==> src/rtl/alu_pkg.sv <==
// Shared definitions for the 8-bit execute-stage ALU: op encodings and datapath width.
package alu_pkg;

    // Default datapath width. All behaviour is defined for 8 bits.
    localparam int ALU_WIDTH = 8;

    // Shift amount is the full second operand.
    localparam int ALU_AMT_WIDTH = 8;

    // Operation select encoding, shared with the decoder/control unit.
    typedef logic [1:0] alu_op_t;

    localparam alu_op_t ALU_ADD = 2'b00;
    localparam alu_op_t ALU_SUB = 2'b01;
    localparam alu_op_t ALU_SLL = 2'b10;
    localparam alu_op_t ALU_AND = 2'b11;

    // High when every bit of the value is clear.
    function automatic logic is_zero(input logic [ALU_WIDTH-1:0] value);
        return (value == '0);
    endfunction

endpackage : alu_pkg

==> src/rtl/alu_shifter.sv <==
// Combinational logical left shifter. The whole amount operand is honoured:
// any amount at or beyond the data width shifts every bit out and gives 0.
module alu_shifter
    import alu_pkg::*;
#(
    parameter int WIDTH     = ALU_WIDTH,
    parameter int AMT_WIDTH = ALU_AMT_WIDTH
) (
    input  logic [WIDTH-1:0]     data,
    input  logic [AMT_WIDTH-1:0] amount,
    output logic [WIDTH-1:0]     shifted
);

    // Number of amount bits that select a real in-range shift.
    localparam int SHW = $clog2(WIDTH);

    logic [WIDTH-1:0] staged;
    logic             out_of_range;

    // Log-depth barrel shift on the low amount bits, one stage per bit.
    always_comb begin
        staged = data;
        for (int i = 0; i < SHW; i++) begin
            if (amount[i]) begin
                staged = staged << (32'd1 << i);
            end
        end
    end

    // Any set bit above the in-range field means amount >= WIDTH.
    assign out_of_range = |amount[AMT_WIDTH-1:SHW];

    // Saturate to zero for oversized shifts, otherwise pass the staged value.
    always_comb begin
        shifted = staged;
        if (out_of_range) begin
            shifted = '0;
        end
    end

endmodule : alu_shifter

==> src/rtl/alu.sv <==
// Execute-stage ALU: ADD, SUB, SLL, AND on unsigned operands with a registered
// result plus zero and carry flags, one cycle of latency.
// There is no handshake: a new operation is accepted on every clock edge and
// its result is visible after that edge until the next one.
module alu
    import alu_pkg::*;
#(
    parameter int WIDTH = ALU_WIDTH
) (
    input  logic             clk,
    input  logic             rst,
    input  logic [WIDTH-1:0] rs_data1,
    input  logic [WIDTH-1:0] rs_data2,
    input  logic [1:0]       immediate,
    input  alu_op_t          alu_op,
    output logic [WIDTH-1:0] result,
    output logic             zero,
    output logic             carry
);

    // immediate is reserved for future address ops and deliberately unused.
    logic unused_immediate;
    assign unused_immediate = ^immediate;

    // Add/sub path: one adder, SUB feeds ~rs_data2 with carry-in 1.
    logic             is_sub;
    logic [WIDTH-1:0] addend;
    logic [WIDTH:0]   sum_ext;
    logic             borrow;

    assign is_sub  = (alu_op == ALU_SUB);
    assign addend  = is_sub ? ~rs_data2 : rs_data2;
    assign sum_ext = {1'b0, rs_data1} + {1'b0, addend} + {{WIDTH{1'b0}}, is_sub};
    // With two's-complement subtraction the carry-out is high when no borrow.
    assign borrow  = ~sum_ext[WIDTH];

    // Shift path.
    logic [WIDTH-1:0] shift_value;

    alu_shifter #(
        .WIDTH     (WIDTH),
        .AMT_WIDTH (WIDTH)
    ) u_shifter (
        .data    (rs_data1),
        .amount  (rs_data2),
        .shifted (shift_value)
    );

    // AND path.
    logic [WIDTH-1:0] and_value;
    assign and_value = rs_data1 & rs_data2;

    logic [WIDTH-1:0] result_next;
    logic             carry_next;
    logic             zero_next;

    // Op mux: select the next result and carry; every encoding is defined.
    always_comb begin
        result_next = sum_ext[WIDTH-1:0];
        carry_next  = 1'b0;
        case (alu_op)
            ALU_ADD: begin
                result_next = sum_ext[WIDTH-1:0];
                carry_next  = sum_ext[WIDTH];
            end
            ALU_SUB: begin
                result_next = sum_ext[WIDTH-1:0];
                carry_next  = borrow;
            end
            ALU_SLL: begin
                result_next = shift_value;
                carry_next  = 1'b0;
            end
            ALU_AND: begin
                result_next = and_value;
                carry_next  = 1'b0;
            end
            default: begin
                result_next = sum_ext[WIDTH-1:0];
                carry_next  = 1'b0;
            end
        endcase
    end

    // Zero flag comes from the very value about to be loaded into result.
    assign zero_next = (result_next == '0);

    // Output registers; reset forces the empty-result state 0 / zero / no carry.
    always_ff @(posedge clk) begin
        if (rst) begin
            result <= '0;
            zero   <= 1'b1;
            carry  <= 1'b0;
        end else begin
            result <= result_next;
            zero   <= zero_next;
            carry  <= carry_next;
        end
    end

endmodule : alu

==> config.mk <==
export PLATFORM = sky130hd
export DESIGN_NAME = alu
export DESIGN_NICKNAME = d
export VERILOG_FILES = /design/src/rtl/alu_pkg.sv /design/src/rtl/alu_shifter.sv /design/src/rtl/alu.sv
export SDC_FILE = /design/constraint.sdc
export NUM_CORES = 1
export LEC_CHECK = 0
export ABC_AREA = 1
export CELL_PAD_IN_SITES_DETAIL_PLACEMENT = 1
export CELL_PAD_IN_SITES_GLOBAL_PLACEMENT = 1
export CORE_ASPECT_RATIO = 1.4
export CORE_MARGIN = 2
export CORE_UTILIZATION = 36
export CTS_BUF_LIST = sky130_fd_sc_hd__clkbuf_4
export CTS_CLUSTER_DIAMETER = 120
export DETAILED_ROUTE_END_ITERATION = 16
export GPL_ROUTABILITY_DRIVEN = 0
export HOLD_SLACK_MARGIN = 0.1
export PLACE_DENSITY_LB_ADDON = 0.1
export SYNTH_ARGS = -nofsm -noshare
export SYNTH_HDL_FRONTEND = slang
export SYNTH_SLANG_ARGS = --single-unit
==> constraint.sdc <==
create_clock -name clk -period 3.1 [get_ports clk]
set_clock_uncertainty 0.2 [all_clocks]
set_input_delay 0.31 -clock clk [delete_from_list [all_inputs] [get_ports clk]]
set_output_delay 0.31 -clock clk [all_outputs]
set_load 0.005 [all_outputs]
# Word level (Yosys, flattened, before mapping)
# Index checks and enable logic that the tools add are counted.
[word_totals]
reg_bits = 10
word_cells = 23
[classes]
add_sub_neg = 2
eq_ne = 3
bitwise = 3
mux = 7
reduce_logical = 5
[ops]
columns = ["operator", "count"]
rows = [
  ["$mux W8", 5],
  ["$pmux W8 S3", 1],
  ["$add A8 B8 Y9", 1],
  ["$add A9 B1 Y9", 1],
  ["$and A8 B8 Y8", 1],
  ["$logic_not A8 Y1", 1],
  ["$not A8 Y8", 1],
  ["$reduce_or A5 Y1", 1],
  ["$eq A2 B2 Y1 const B", 2],
  ["$reduce_or A2 Y1", 2],
  ["$pmux W1 S3", 1],
  ["$eq A2 B1 Y1 const B", 1],
  ["$logic_not A2 Y1", 1],
  ["$not A1 Y1", 1],
]

# Longest topological paths before layout
# Gate-level depths: netlist of run 1.
[logic_depth]
word_depth = 6
mapped_depth = 17
mapped_depth_nobuf = 17

# By module
# A second synthesis of run 1 with hierarchy kept.
[unflattened]
cells_unflattened = 215
area_unflattened_um2 = 1335.0
[modules_own_cells]
columns = ["mod", "area_each_um2", "cells_each", "n_inst"]
rows = [
  ["alu", 937.1, 144, 1],
  ["alu_shifter", 397.9, 71, 1],
]

# Worst setup path before layout of run 1
# OpenSTA, ideal clock, no wires.
[synth_path]
kind = "input -> register"
startpoint = "input port alu_op[1]"
endpoint = "register zero"
stages = 15
required_ns = 2.841
n_path_buf = 0
slack_ns = 0.884
arrival_time_ns = 1.957
cell_sequence = "inv_4 > nand2_1 > xor2_1 > fa_1 > inv_1 > nor3_1 > nor2_1 > nand2_1 > nand2_1 > nor2_1 > nor2_1 > nand2_1 > nor2_1 > nand2_1 > nand2_1"
[synth_between]
elab_chain_cells = 6
[synth_lines]
columns = ["item", "line", "rtl"]
rows = [
  ["start, declared", "alu.sv:15", "input alu_op_t alu_op,"],
  ["$eq A2 B1 Y1", "alu.sv:31, alu.sv:61", ""],
  ["$mux W8", "alu.sv:32", "assign addend = is_sub ? ~rs_data2 : rs_data2;"],
  ["$add A8 B8 Y9", "alu.sv:33", "assign sum_ext = {1'b0, rs_data1} + {1'b0, addend} + {{WIDTH{1'b0}}, is_sub};"],
  ["$add A9 B1 Y9", "alu.sv:33", ""],
  ["$pmux W8 S3 (*)", "alu.sv:61", "case (alu_op)"],
  ["$logic_not A8 Y1 (*)", "alu.sv:86", "assign zero_next = (result_next == '0);"],
  ["end signal, assigned", "alu.sv:96", "zero <= zero_next;"],
  ["end, declared", "alu.sv:17", "output logic zero,"],
]
# Every way passes the cells marked *; elsewhere a longest branch is shown, timed or not.
# A chain may end at the register's enable or synchronous reset.

# Final worst setup path of run 1
# Ends and elaborated chain as after synthesis.

==> results of run 1 <==
cell type report:
cell class / count / area share [%]
Multi-Input combinational cell: 169 / 55.12
Timing Repair Buffer: 38 / 22.02
Sequential cell: 10 / 12.32
Tap cell: 39 / 3.002
Inverter: 26 / 6.159
Clock buffer: 3 / 1.386
critical path: cells and delay by family:
family / cells / cell delay (ns)
adder cells (fa/ha/maj): 1 / 0.29
buffers and inverters: 3 / 0.62
AND/OR/NAND/NOR: 10 / 1.27
XOR/XNOR: 1 / 0.29
synthesized netlist by cell type, drive strengths merged:
cell type | count | area (µm²)
a21boi | 2 | 15.02
a21oi | 9 | 45.04
a31oi | 1 | 6.260
a41oi | 1 | 8.760
and2 | 1 | 6.260
buf | 3 | 20.01
clkinv | 1 | 3.750
dfxtp | 10 | 200.2
fa | 1 | 20.02
ha | 10 | 125.1
inv | 25 | 96.35
nand2 | 69 | 271.5
nand3 | 25 | 135.1
nand3b | 1 | 7.510
nor2 | 30 | 122.6
nor3 | 1 | 5.000
o21ai | 9 | 48.79
o21bai | 2 | 15.01
xnor2 | 2 | 17.52
xor2 | 5 | 43.79
registers in the layout, summed over array words and instances (netlist names):
signal  flops
result      8
carry       1
zero        1
cell families after synthesis:
kind of cell	after synthesis
simple gates	127
buf+inv	29
compound gates	24
fa+ha+maj	11
flops	10
xor+xnor	7
repair_timing:
item                       CTS  global route
resized for setup            0             1
setup endpoints to repair    0             2
hold buffers                 0             0
per-layer routing:
metal | up-vias | share of wire [%] | global-route usage (%)
met5 | - | 0 | 0
met4 | 0 | 3.0 | 10.83
met3 | 11 | 3.8 | 1.639
met2 | 45 | 54 | 45.83
met1 | 691 | 39 | 25.60
li1 | 739 | - | -
how the worst max path moves through the flow:
stage | depth (start not counted) | from | to | slack, ns
finish | 15 | alu_op[1] | zero | 0.32
global route | 15 | alu_op[1] | zero | 0.05
floorplan | 15 | alu_op[1] | zero | 0.88
detailed placement | 15 | alu_op[1] | zero | -0.03
CTS | 15 | alu_op[1] | zero | 0.23
global placement | 15 | alu_op[1] | zero | 0.07
power groups by stage:
stage	registers [µW]	clock network (µW)	logic (µW)
global placement	146	0	256
floorplan	148	0	153
global route	145	91.6	305
CTS	144	86.9	269
finish	144	86.3	269
detailed placement	147	0	268
metrics by stage:
step	setup WS, ns	instances
detailed placement	-0.03057	282
global route	0.05023	285
floorplan	0.8841	208
global placement	0.06583	282
CTS	0.2315	285
finish	0.3177	285
==> results.yml, run 1 <==
status:
  outcome: "finished clean"
detailed_routing:
  drtIter0Drc: 19
  wl_per_cell_um: 14.37
  ant_nets: 0
  wl_mm: 4.096
  route.detailed.drc: 0
  viasPerCell: 5.214
  vias: 1486
  drtPass1Iterations: 4
worst_setup_path:
  path_class: "input pin to register"
  start_kind: "input pin"
  max_stage_delay_ns: 0.53
  cp_slowest_cell: "clkdlybuf4s50_1"
  crit_required_ns: 3.11
  endpoint_kind: "register"
  cp.arrival_ns: 2.79
  crit_path_max_fanout: 7
  crit_chain: "clkdlybuf4s50_1 -> inv_4 -> nand2_2 -> xor2_1 -> fa_1 -> inv_1 -> nor3_1 -> nor2_1 -> nor2_1 -> nor2_1 -> nor2_1 -> nand2_1 -> nor2_1 -> nand2_1 -> nand2_1"
  cp_common_cell: "nor2_1"
clocking:
  clockBufferDepth: 2
  cts_setup_buffers: 0
  clock-sinks: 10
  numCtsBuffers: 3
  path_clk_slew_ns: 0.06
  cts_root_buf: "clkbuf_4"
  h-tree-depth: 1
  cts_tree: "built"
cells_and_area:
  seq_area_um2: 200.2
  area_growth_pct: 33.92
  diodes: 0
  fillers: 470
  drive_gt1_share_pct: 11.79
  final_cell_mix: "nand2_1 (63), clkdlybuf4s50_1 (29), nor2_1 (28)"
  final_nets: 281
  final_util_pct: 51.06
  multi_input_area_um2: 895.9
  final_common_cell: "nand2_1"
  design_area_um2: 1625
power_and_ir_drop:
  p_total_uw: 499.2
  p_comb_share_pct: 53.9
  power.net_switching_uw: 194.2
  switching_share_pct: 38.91
  vdd_drop_max_uv: 210.0
  powerDensity_nw_per_um2: 307.2
  pwr-share-clk_pct: 17.3
  p_seq_share_pct: 28.8
  p_leak_uw: 0.0008059
  power.internal_uw: 305.0
logic_synthesis:
  synthSimpleGateAreaFrac_pct: 45.15
  avgSynthCellArea_um2: 5.835
  synth_top_family_by_area: "simple AND/OR/NAND/NOR gates"
  synth_adder_area_share_pct: 11.96
  netlist_instances: 208
  synth_cell_types: 31
  synth_warnings: 0
  syn_nets: 241
  syn-cell-area_um2: 1214
  synth_xor_area_share_pct: 5.052
  synthMuxAreaShare_pct: 0
  ys_seq_area_share_pct: 16.49
  synth_seq_cells: 10
  synth_compound_area_share_pct: 11.44
hold_path:
  min_path_type: "input pin to register"
  hold_path_end: "result[2]"
  min-delay-start: "rst"
  hold_depth: 2
timing:
  drv_slew: 0
  worst_pin_slew_ns: 0.3528
  final-setup-viol-count: 0
  rsz0062_at_grt: "false"
  hold_viol: 0
  fin_hold_ws_ns: 0.6074
  setup_tns_ns: 0
  max_slew_margin_pct: 76.48
  finalCritPeriodShare_pct: 89.75
  min_period_ns: 2.782
  fmax_mhz: 359.4
floorplan:
  dieArea_um2: 3858
  start_util_pct: 38.13
  dieWidth_um: 53.07
  core-area_um2: 3183
  io_pins: 32
  die_h_um: 72.70
  std_cell_rows: 24
place:
  hpwlAfterDp_mm: 3.543
  port_buffers: 29
  postPlaceCellArea_um2: 1600
global_route:
  grt_first_pass_wirelength_mm: 6.906
  antenna_found_initial: 0
  grt_pass1_vias: 1583
  grt_max_degree: 11
  grt-ovfl-total: 0
  grt_usage_pct: 23.95
job:
  timing.max_cap.violations: 0
Power figures use the tool's default switching activity.
==> inputs of run 2 (changes only) <==
RECOVER_POWER = 100   (was not set)
==> run 2 against run 1 <==
Sequential power about the same. Fmax is 0.11% higher. Cell count is the same. Largest power group unchanged. Highest routed layer unchanged.
==> results.yml, run 2 (synthesis gave the netlist of run 1 again) <==
worst_setup_path:
  max_stage_delay_ns: 0.53
  cp-startpoint: "alu_op[1]"
  path_class: "input pin to register"
  crit_chain: "clkdlybuf4s50_1 -> inv_4 -> nand2_2 -> xor2_1 -> fa_1 -> inv_1 -> nor3_1 -> nor2_1 -> nor2_1 -> nor2_1 -> nor2_1 -> nand2_1 -> nor2_1 -> nand2_1 -> nand2_1"
  path_delay_family: "simple AND/OR/NAND/NOR gates"
  cp.depth: 15
  endpoint: "zero"
  worst-path-buf-inv: 3
  cp.arrival_ns: 2.79
  endpoint_kind: "register"
  cp_slowest_cell: "clkdlybuf4s50_1"
  cp_common_cell: "nor2_1"
  crit_path_max_fanout: 7
  crit_required_ns: 3.11
  start_kind: "input pin"
cells_and_area:
  diodes: 0
  final_cells: 285
  largest_reg_flops: 8
  reg_top3: "result x8, carry x1, zero x1"
  final_util_pct: 50.98
  top_register: "result"
  final_common_cell: "nand2_1"
  final_nets: 281
  drive_gt1_share_pct: 11.38
  area_growth_pct: 33.71
  final_cell_mix: "nand2_1 (64), nor2_1 (28), nand3_1 (23)"
power_and_ir_drop:
  power.net_switching_uw: 193.2
  powerDensity_nw_per_um2: 303.9
  switching_share_pct: 39.18
  pwr-share-clk_pct: 17.5
  p_comb_share_pct: 53.5
  power.internal_uw: 299.9
  vdd_drop_max_uv: 207.5
  p_seq_share_pct: 29.0
  p_leak_uw: 0.0008271
detailed_routing:
  wl_met3_um: 163
  wl_mm: 4.104
  vias: 1492
  drtIter0Drc: 19
  route.detailed.drc: 0
  wl_per_cell_um: 14.40
  drtPass1Iterations: 4
  top_layer: "met4"
  viasPerCell: 5.235
  drt-met1-wl_mm: 1.613
  routed-wl-met2_mm: 2.207
  ant_nets: 0
status:
  outcome: "finished clean"
timing:
  drv_slew: 0
  min_period_ns: 2.779
  hold_viol: 0
  final-setup-viol-count: 0
  rsz0062_at_grt: "false"
  max_slew_margin_pct: 76.43
  fin_hold_ws_ns: 0.6103
  finalCritPeriodShare_pct: 89.66
  worst_pin_slew_ns: 0.3536
  fmax_mhz: 359.8
clocking:
  h-tree-depth: 1
  cts_tree: "built"
  numCtsBuffers: 3
  clock-sinks: 10
  holdBufCountCts: 0
  path_clk_slew_ns: 0.06
  clockBufferDepth: 2
  cts_root_buf: "clkbuf_4"
global_route:
  grt_max_degree: 11
  antenna_found_initial: 0
  grt_usage_pct: 23.95
  grt_pass1_vias: 1583
  grt_first_pass_wirelength_mm: 6.906
  grt-ovfl-total: 0
floorplan:
  dieArea_um2: 3858
  die_h_um: 72.70
  io_pins: 32
  std_cell_rows: 24
  dieWidth_um: 53.07
  core-area_um2: 3183
  start_util_pct: 38.13
hold_path:
  min_path_type: "input pin to register"
  hold_depth: 2
place:
  hpwlAfterDp_mm: 3.543
  placed_cells: 282
  port_buffers: 29
job:
  timing.max_cap.violations: 0
run 2: cell types whose count changed in the layout (fill, tap and decap cells not counted):
| cell | previous run | this run |
|---|---|---|
| clkdlybuf4s50_1 | 29 | 18 |
| dlygate4sd3_1 | 0 | 11 |
| and2_0 | 0 | 1 |
| and2_1 | 1 | 0 |
| nand2_1 | 63 | 64 |
| nand2_2 | 6 | 5 |
run 2: layer usage:
layer  global-route usage [%]  vias up
met1                    25.60      694
met2                    45.83       48
met4                    10.83        0
met3                    1.639       11
li1                         -      739
met5                        0        -
run 2: cell type report:
| class | count | area, µm² |
|---|---|---|
| inverters | 26 | 100.1 |
| well taps | 39 | 48.80 |
| multi-input cells | 169 | 893.4 |
| repair buffers | 38 | 357.8 |
| clock buffers | 3 | 22.52 |
| fillers | 470 | 1560 |
| flip-flops and latches | 10 | 200.2 |
run 2: what timing repair did:
| item | CTS | global route |
|---|---|---|
| endpoints found under the hold margin | 0 | 0 |
| endpoints found under the setup margin | 0 | 2 |
| buffers inserted | 0 | 0 |
| resized for setup | 0 | 1 |
run 2: per-stage QoR:
step	cell area, µm²	TNS, ns	power, µW	setup WS, ns
2_1_floorplan	1214	0	301.0	0.8841
3_3_place_gp	1600	0	402.3	0.06583
3_5_place_dp	1600	-0.05415	414.8	-0.03057
4_1_cts	1623	0	500.1	0.2315
5_1_grt	1623	0	535.5	0.05023
6_report	1623	0	493.1	0.3207
run 2: power by group through the flow:
stage / clock network [µW] / logic (µW) / registers [µW]
2_1_floorplan: 0 / 153 / 148
3_3_place_gp: 0 / 256 / 146
3_5_place_dp: 0 / 268 / 147
4_1_cts: 86.9 / 269 / 144
5_1_grt: 91.6 / 300 / 144
6_report: 86.1 / 264 / 143
run 2: worst min path at each step:
stage | endpoint | start | slack (ns)
floorplan | carry | alu_op[1] | 0.27
global placement | result[5] | result[5] | 0.81
detailed placement | result[4] | result[4] | 0.81
CTS | result[5] | rs_data2[5] | 0.61
global route | result[2] | rst | 0.64
finish | result[2] | rst | 0.61
==> inputs of run 3 (changes only) <==
CORE_UTILIZATION = 35   (was 36)
CTS_BUF_LIST = not set   (was sky130_fd_sc_hd__clkbuf_4)
HOLD_SLACK_MARGIN = not set   (was 0.1)
==> run 3 against run 2 <==
Fmax grew 0.78%. Wire length decreased by 1.9%. First-iteration DRC count fell by 21%. Via count down 4.4%. Critical endpoint unchanged. Largest power group unchanged.
==> results.yml, run 3 (synthesis gave the netlist of run 1 again) <==
timing:
  hold_viol: 0
  finalCritPeriodShare_pct: 88.96
  drv_slew: 0
  fmax_mhz: 362.6
  worst_pin_slew_ns: 0.3311
  setup_tns_ns: 0
  rsz0062_at_grt: "false"
  setup_ws_ns: 0.3421
  max_slew_margin_pct: 77.86
  min_period_ns: 2.758
  final-setup-viol-count: 0
floorplan:
  start_util_pct: 36.26
  die_h_um: 73.68
  dieArea_um2: 3962
  io_pins: 32
  dieWidth_um: 53.77
  std_cell_rows: 25
  core-area_um2: 3347
worst_setup_path:
  crit_required_ns: 3.03
  path_delay_family: "buffers and inverters"
  endpoint_kind: "register"
  crit_chain: "clkdlybuf4s50_1 -> inv_4 -> nand2_1 -> buf_4 -> xor2_1 -> ha_1 -> a21oi_1 -> a21boi_0 -> nand2_1 -> nand2_1 -> nand3_1 -> nand2_1 -> nor2_1 -> nand2_1 -> nand2_1"
  start_kind: "input pin"
  worst-path-buf-inv: 3
  path_class: "input pin to register"
  cp_slowest_cell: "clkdlybuf4s50_1"
  cp.arrival_ns: 2.68
  crit_path_max_fanout: 6
  cp_common_cell: "nand2_1"
  max_stage_delay_ns: 0.54
clocking:
  clockBufferDepth: 2
  clock-sinks: 10
  cts_tree: "built"
  holdBufCountCts: 0
  cts_root_buf: "clkbuf_8"
  numCtsBuffers: 3
  cts_resized: 0
  path_clk_slew_ns: 0.05
  cts_setup_buffers: 0
  h-tree-depth: 1
detailed_routing:
  ant_nets: 0
  viasPerCell: 5.021
  vias: 1426
  drtPass1Iterations: 4
  wl_mm: 4.024
  route.detailed.drc: 0
  wl_per_cell_um: 14.17
  drtIter0Drc: 15
cells_and_area:
  area_growth_pct: 33.71
  reg_top3: "result x8, carry x1, zero x1"
  fillers: 481
  drive_gt1_share_pct: 10.25
  design_area_um2: 1623
  final_cell_mix: "nand2_1 (64), nor2_1 (28), nand3_1 (24)"
  largest_reg_flops: 8
  final_util_pct: 48.49
  top_register: "result"
  final_common_cell: "nand2_1"
  diodes: 0
  final_nets: 279
global_route:
  grt_first_pass_wirelength_mm: 6.803
  grt_pass1_vias: 1533
  grt_usage_pct: 22.91
  grt-ovfl-total: 0
  grt_max_degree: 11
  antenna_found_initial: 0
place:
  hpwlAfterDp_mm: 3.512
  port_buffers: 29
  dp_slack_ns: 0.07397
  postPlaceCellArea_um2: 1587
power_and_ir_drop:
  powerDensity_nw_per_um2: 326.2
  p_leak_uw: 0.0008246
  vdd_drop_max_uv: 241.5
hold_path:
  min_path_type: "input pin to register"
status:
  outcome: "finished clean"
job:
  timing.max_cap.violations: 0
-- run 3: cell types whose count changed in the layout (fill, tap and decap cells not counted), sizes merged --
cell / previous run / this run
buf: 9 / 7
-- run 3: cell type report --
cell class	instances	area, µm²	share of cell area (%)
clock buffers	3	41.29	2.544
multi-input cells	169	888.4	54.74
repair buffers	36	342.8	21.13
flip-flops and latches	10	200.2	12.34
inverters	26	100.1	6.168
well taps	40	50.05	3.084
-- run 3: metal layers --
metal  wire (µm)  GRT usage (%)  vias up  share of wire, %
li1            -              -      738                 -
met1        1650          25.31      663                41
met2        2251          44.58       21                56
met3          81          3.455        4               2.0
met4          40          3.419        0              0.99
met5           0              0        -                 0
-- run 3: final timing paths --
| kind | start | endpoint | cells after the start |
|---|---|---|---|
| max | alu_op[1] | zero | 15 |
| min | rst | result[1] | 2 |
-- run 3: power breakdown --
| group | switching [µW] | total, µW | internal, µW |
|---|---|---|---|
| registers | 2.40 | 143 | 141 |
| clock network | 46.0 | 131 | 84.6 |
| logic | 146 | 255 | 109 |
-- run 3: per-stage QoR --
stage	instances	power (µW)	hold WS, ns
6_report	284	529.4	0.6440
5_1_grt	284	571.7	0.7090
4_1_cts	284	542.6	0.6504
3_5_place_dp	281	409.7	0.8134
3_3_place_gp	281	398.6	0.8139
2_1_floorplan	208	301.0	0.2725
==> edit 1 (config.mk and constraints of run 2) <==
The package constant `ALU_WIDTH` goes from 8 to 16.
--- a/src/rtl/alu_pkg.sv
+++ b/src/rtl/alu_pkg.sv
@@ -4,3 +4,3 @@
     // Default datapath width. All behaviour is defined for 8 bits.
-    localparam int ALU_WIDTH = 8;
+    localparam int ALU_WIDTH = 16;
 
Ports: changed (resized result, rs_data1 and rs_data2); port bits go from 32 to 56. The function was not compared with the original's and may differ.
==> edit 1 against run 2 <==
- die area grew 120%
- design area grew 130%
- power grew 120%
- area after synthesis grew 130%
- combinational power grew to 2.7 times the old value
- sequential cell count grew 8
- sequential power grew 81%
- synthesized cell count grew 130%
- setup slack lost 0.077 ns
- wire length grew to 2.7 times the old value
- critical path type unchanged
==> edit 1: results (changes against run 2) <==
stage,metric,value,unit,change
global_route,largest net degree at the start of global routing,20,,+9
logic_synthesis,"Distinct cells, synth",35,,+13%
routing,Routed WL,11100,um,+170%
routing,initial DRC count,145,,+126
finish,top flop regs,"result x16, carry x1, zero x1",,
logic_synthesis,Post-Synthesis Net Count,545,,+130%
routing,WL met1,4460,um,+180%
placed_design,dpl ws,-0.236,ns,-0.206 ns
global_route,Tot GR Track Use,27.3,%,+3.4 points
pwr,peak supply drop,0.234,mV,+13%
routing,DR vias,3600,,+140%
global_route,first-pass GRT wire length,18100,um,+160%
routing,met2 WL,5700,um,+160%
pwr,leakage,0.00195,uW,+140%
run_status,run status,finished clean,,
timing,Worst Max-Slew Pin Slew,0.559,ns,+0.205 ns
cts,clk slew on worst S/H paths,0.10,ns,+0.04 ns
logic_synthesis,most frequent cells after synthesis,"nand2_1, nand3_1, nor2_1, inv_1, a21oi_1",,
logic_synthesis,post-synthesis sequential area ratio,13.1,%,-3.4 points
placed_design,placed instance area,0.00366,mm2,+130%
placed_design,hpwl dp,9470,um,+170%
routing,via/cell ratio,5.36,,+2.3%
logic_synthesis,Synth area leaders,"nand2_1, nand3_1, dfxtp_1",,
finish,final net count,635,,+130%
logic_synthesis,Mapped Cells,486,,+130%
placed_design,Port-buffer cells,53,,+83%
placed_design,dpl cells,668,,+140%
global_route,vias in the first global route,3881,,+150%
[edit 1: cell count changes in the layout (fill, tap and decap cells not counted), sizes merged, moves of 16 or more]
cell and change:
nand3 +65, nand2 +84, buf +28, a21oi +19, clkdlybuf4s50 +16, nor2 +30, inv +27
[edit 1: through the flow]
step                TNS, ns  hold WS, ns
finish                    0        0.436
global route              0        0.458
CTS                       0        0.620
detailed placement   -0.614        0.816
global placement    -0.0260        0.812
floorplan                 0        0.179
[edit 1: final timing paths]
kind                  start          endpoint  slack (ns)  depth (start not counted)
setup / recovery  alu_op[1]   zero$_SDFF_PP1_        0.24                         19
hold / removal    alu_op[0]  carry$_SDFF_PP0_        0.44                          5
[edit 1: logic make-up (layout without fill, tap and decap cells)]
kind of cell	after synthesis	in the layout	share of synthesized area, %
flops	18	18	13.1
fa+ha+maj	21	21	9.84
xor+xnor	15	15	4.78
compound gates	51	51	10.4
simple gates	316	316	50.9
buf+inv	65	154	11.0
[edit 1: layout make-up]
| class | instances | area [um2] |
|---|---|---|
| multi-input combinational | 403 | 2100 |
| clock buffer | 3 | 22.5 |
| inverter | 52 | 200 |
| clock inverter | 1 | 3.75 |
| sequential | 18 | 360 |
| fill | 1054 | 3660 |
| timing repair buffer | 98 | 892 |
| tap | 97 | 121 |
[edit 1: where the power goes]
| group | internal [uW] | switching, uW |
|---|---|---|
| Sequential | 254 | 5.36 |
| Combinational | 313 | 399 |
| Clock | 46.9 | 73.3 |
| Total | 613 | 478 |
[edit 1: worst max-delay path: stages]
cell	delay (ns)
clkdlybuf4s50_1	0.45
inv_2	0.09
nand2_4	0.10
o21ai_2	0.19
inv_1	0.08
fa_1	0.36
inv_1	0.08
nand3_1	0.08
nand2_1	0.11
nand2_1	0.07
nand2_1	0.14
nand2_1	0.10
nand2_1	0.07
nand2_1	0.05
nand3_1	0.17
nand2_1	0.08
nor2_1	0.13
nand3_1	0.08
o21bai_1	0.13
[edit 1: routing by layer]
layer	global-route usage (%)	vias up
li1	-	1758
met1	29.8	1713
met2	51.6	99
met3	2.85	30
met4	13.4	0
met5	0	-
==> edit 2 (settings of run 2) <==
Without the edit above. Take the reset off `result` and load it in a clocked block of its own. Comments in the files are not updated.
--- a/src/rtl/alu.sv
+++ b/src/rtl/alu.sv
@@ -90,3 +90,2 @@
         if (rst) begin
-            result <= '0;
             zero   <= 1'b1;
@@ -94,3 +93,2 @@
         end else begin
-            result <= result_next;
             zero   <= zero_next;
@@ -100,2 +98,6 @@
 
+    always_ff @(posedge clk) begin
+        result <= result_next;
+    end
+
 endmodule : alu
Function: changed (a bounded check fails within 4 cycles, from zero or initial values and one cycle with rst high).
==> edit 2 against run 2 <==
- design area decreased by 3.5%
- wire length decreased by 4.2%
- core utilization down 0.34 points
- power grew 2.6%
- setup slack gained 0.062 ns
- sequential cell count did not move
- non-clock buffer count decreased by 2
- sequential share of layout area increased by 0.44 points
- area after synthesis shrank 4.0%
- largest power group unchanged
==> edit 2: results (changes against run 2) <==
stage,metric,value,unit,change
global_route,vias in the first global route,1482,,-6.4%
global_route,largest net degree at the start of global routing,9,,-2
logic_synthesis,post-synthesis sequential area ratio,17.2,%,+0.69 points
timing,WHS,0.407,ns,-0.203 ns
global_route,Tot GR Track Use,23.7,%,-0.28 points
pwr,Final Power,506,uW,+2.6%
global_route,first-pass GRT wire length,6590,um,-4.6%
finish,layout cell share with drive strength beyond 1,8.97,%,-2.4 points
finish,fillers,457,,-2.8%
routing,DR vias,1382,,-7.4%
placed_design,dpl ws,0.0356,ns,+0.0662 ns
logic_synthesis,most frequent cells after synthesis,"nand2_1, nand3_1, inv_1, nor2_1",,
critical_path,arrival time worst endpoint,2.73,ns,-0.06 ns
pwr,Sequential Power Share,29.9,%,+0.9 points
routing,WL/cell,14.4,um,about the same
logic_synthesis,Post-Synthesis Net Count,229,,-5.0%
run_status,run status,finished clean,,
routing,Routed WL,3930,um,-4.2%
pwr,clock network power,89.0,uW,+3.4%
hold_path,Worst Hold Endpoint,zero$_SDFF_PP1_,,
routing,initial DRC count,9,,-10
timing,Worst Max-Slew Pin Slew,0.291,ns,-0.0624 ns
critical_path,critical-path maximum fanout,6,,-1
logic_synthesis,Synth area leaders,"nand2_1, dfxtp_1, ha_1",,
pwr,leakage,0.000807,uW,-2.4%
hold_path,hold depth,3,,+1
edit 2: cell types whose count changed after synthesis, moves of 2 or more:
cell,change
nand2_1,-5
nand4_1,+2
nand2_2,-2
o21bai_1,-2
inv_1,+4
xnor2_1,+2
nor3_1,+4
nor2_1,-11
edit 2: cells by family (layout without fill, tap and decap cells):
logic type | count (synthesis) | in the layout | synth area share, %
simple gates | 115 | 115 | 43.7
xor+xnor | 9 | 9 | 6.77
compound gates | 20 | 20 | 8.92
flops | 10 | 10 | 17.2
buf+inv | 31 | 69 | 11.0
fa+ha+maj | 11 | 11 | 12.5
edit 2: final cells by class:
type	count	area share [%]
inverter	29	7.11
clock buffer	3	1.44
sequential	10	12.8
timing repair buffer	36	21.9
tap	39	3.12
clock inverter	1	0.240
multi-input combinational	155	53.4
edit 2: metal layers:
metal,global-route usage (%),vias to the layer above,routed length (um)
met5,0,-,0
met4,9.65,0,100
met3,1.25,8,64
met2,46.0,25,2230
met1,25.3,644,1540
li1,-,705,-
edit 2: how the worst max path moves through the flow:
stage	from	endpoint	slack, ns	depth (start not counted)
global placement	alu_op[1]	zero$_SDFF_PP1_	0.13	12
CTS	alu_op[1]	zero$_SDFF_PP1_	0.24	12
global route	alu_op[1]	carry$_SDFF_PP0_	0.10	12
detailed placement	alu_op[1]	zero$_SDFF_PP1_	0.04	12
floorplan	alu_op[1]	carry$_SDFF_PP0_	0.81	11
finish	alu_op[1]	zero$_SDFF_PP1_	0.38	12
edit 2: critical path, delay by kind of cell:
kind | cells | cell delay [ns]
xor gates and xnor gates | 2 | 0.39
adders and majority gates | 1 | 0.49
buffers and inverters | 2 | 0.61
and+or+nand+nor | 7 | 0.92
edit 2: repair_timing:
item,CTS,global route
setup endpoints to repair,0,1
resized for setup,0,1
buffers inserted,0,0
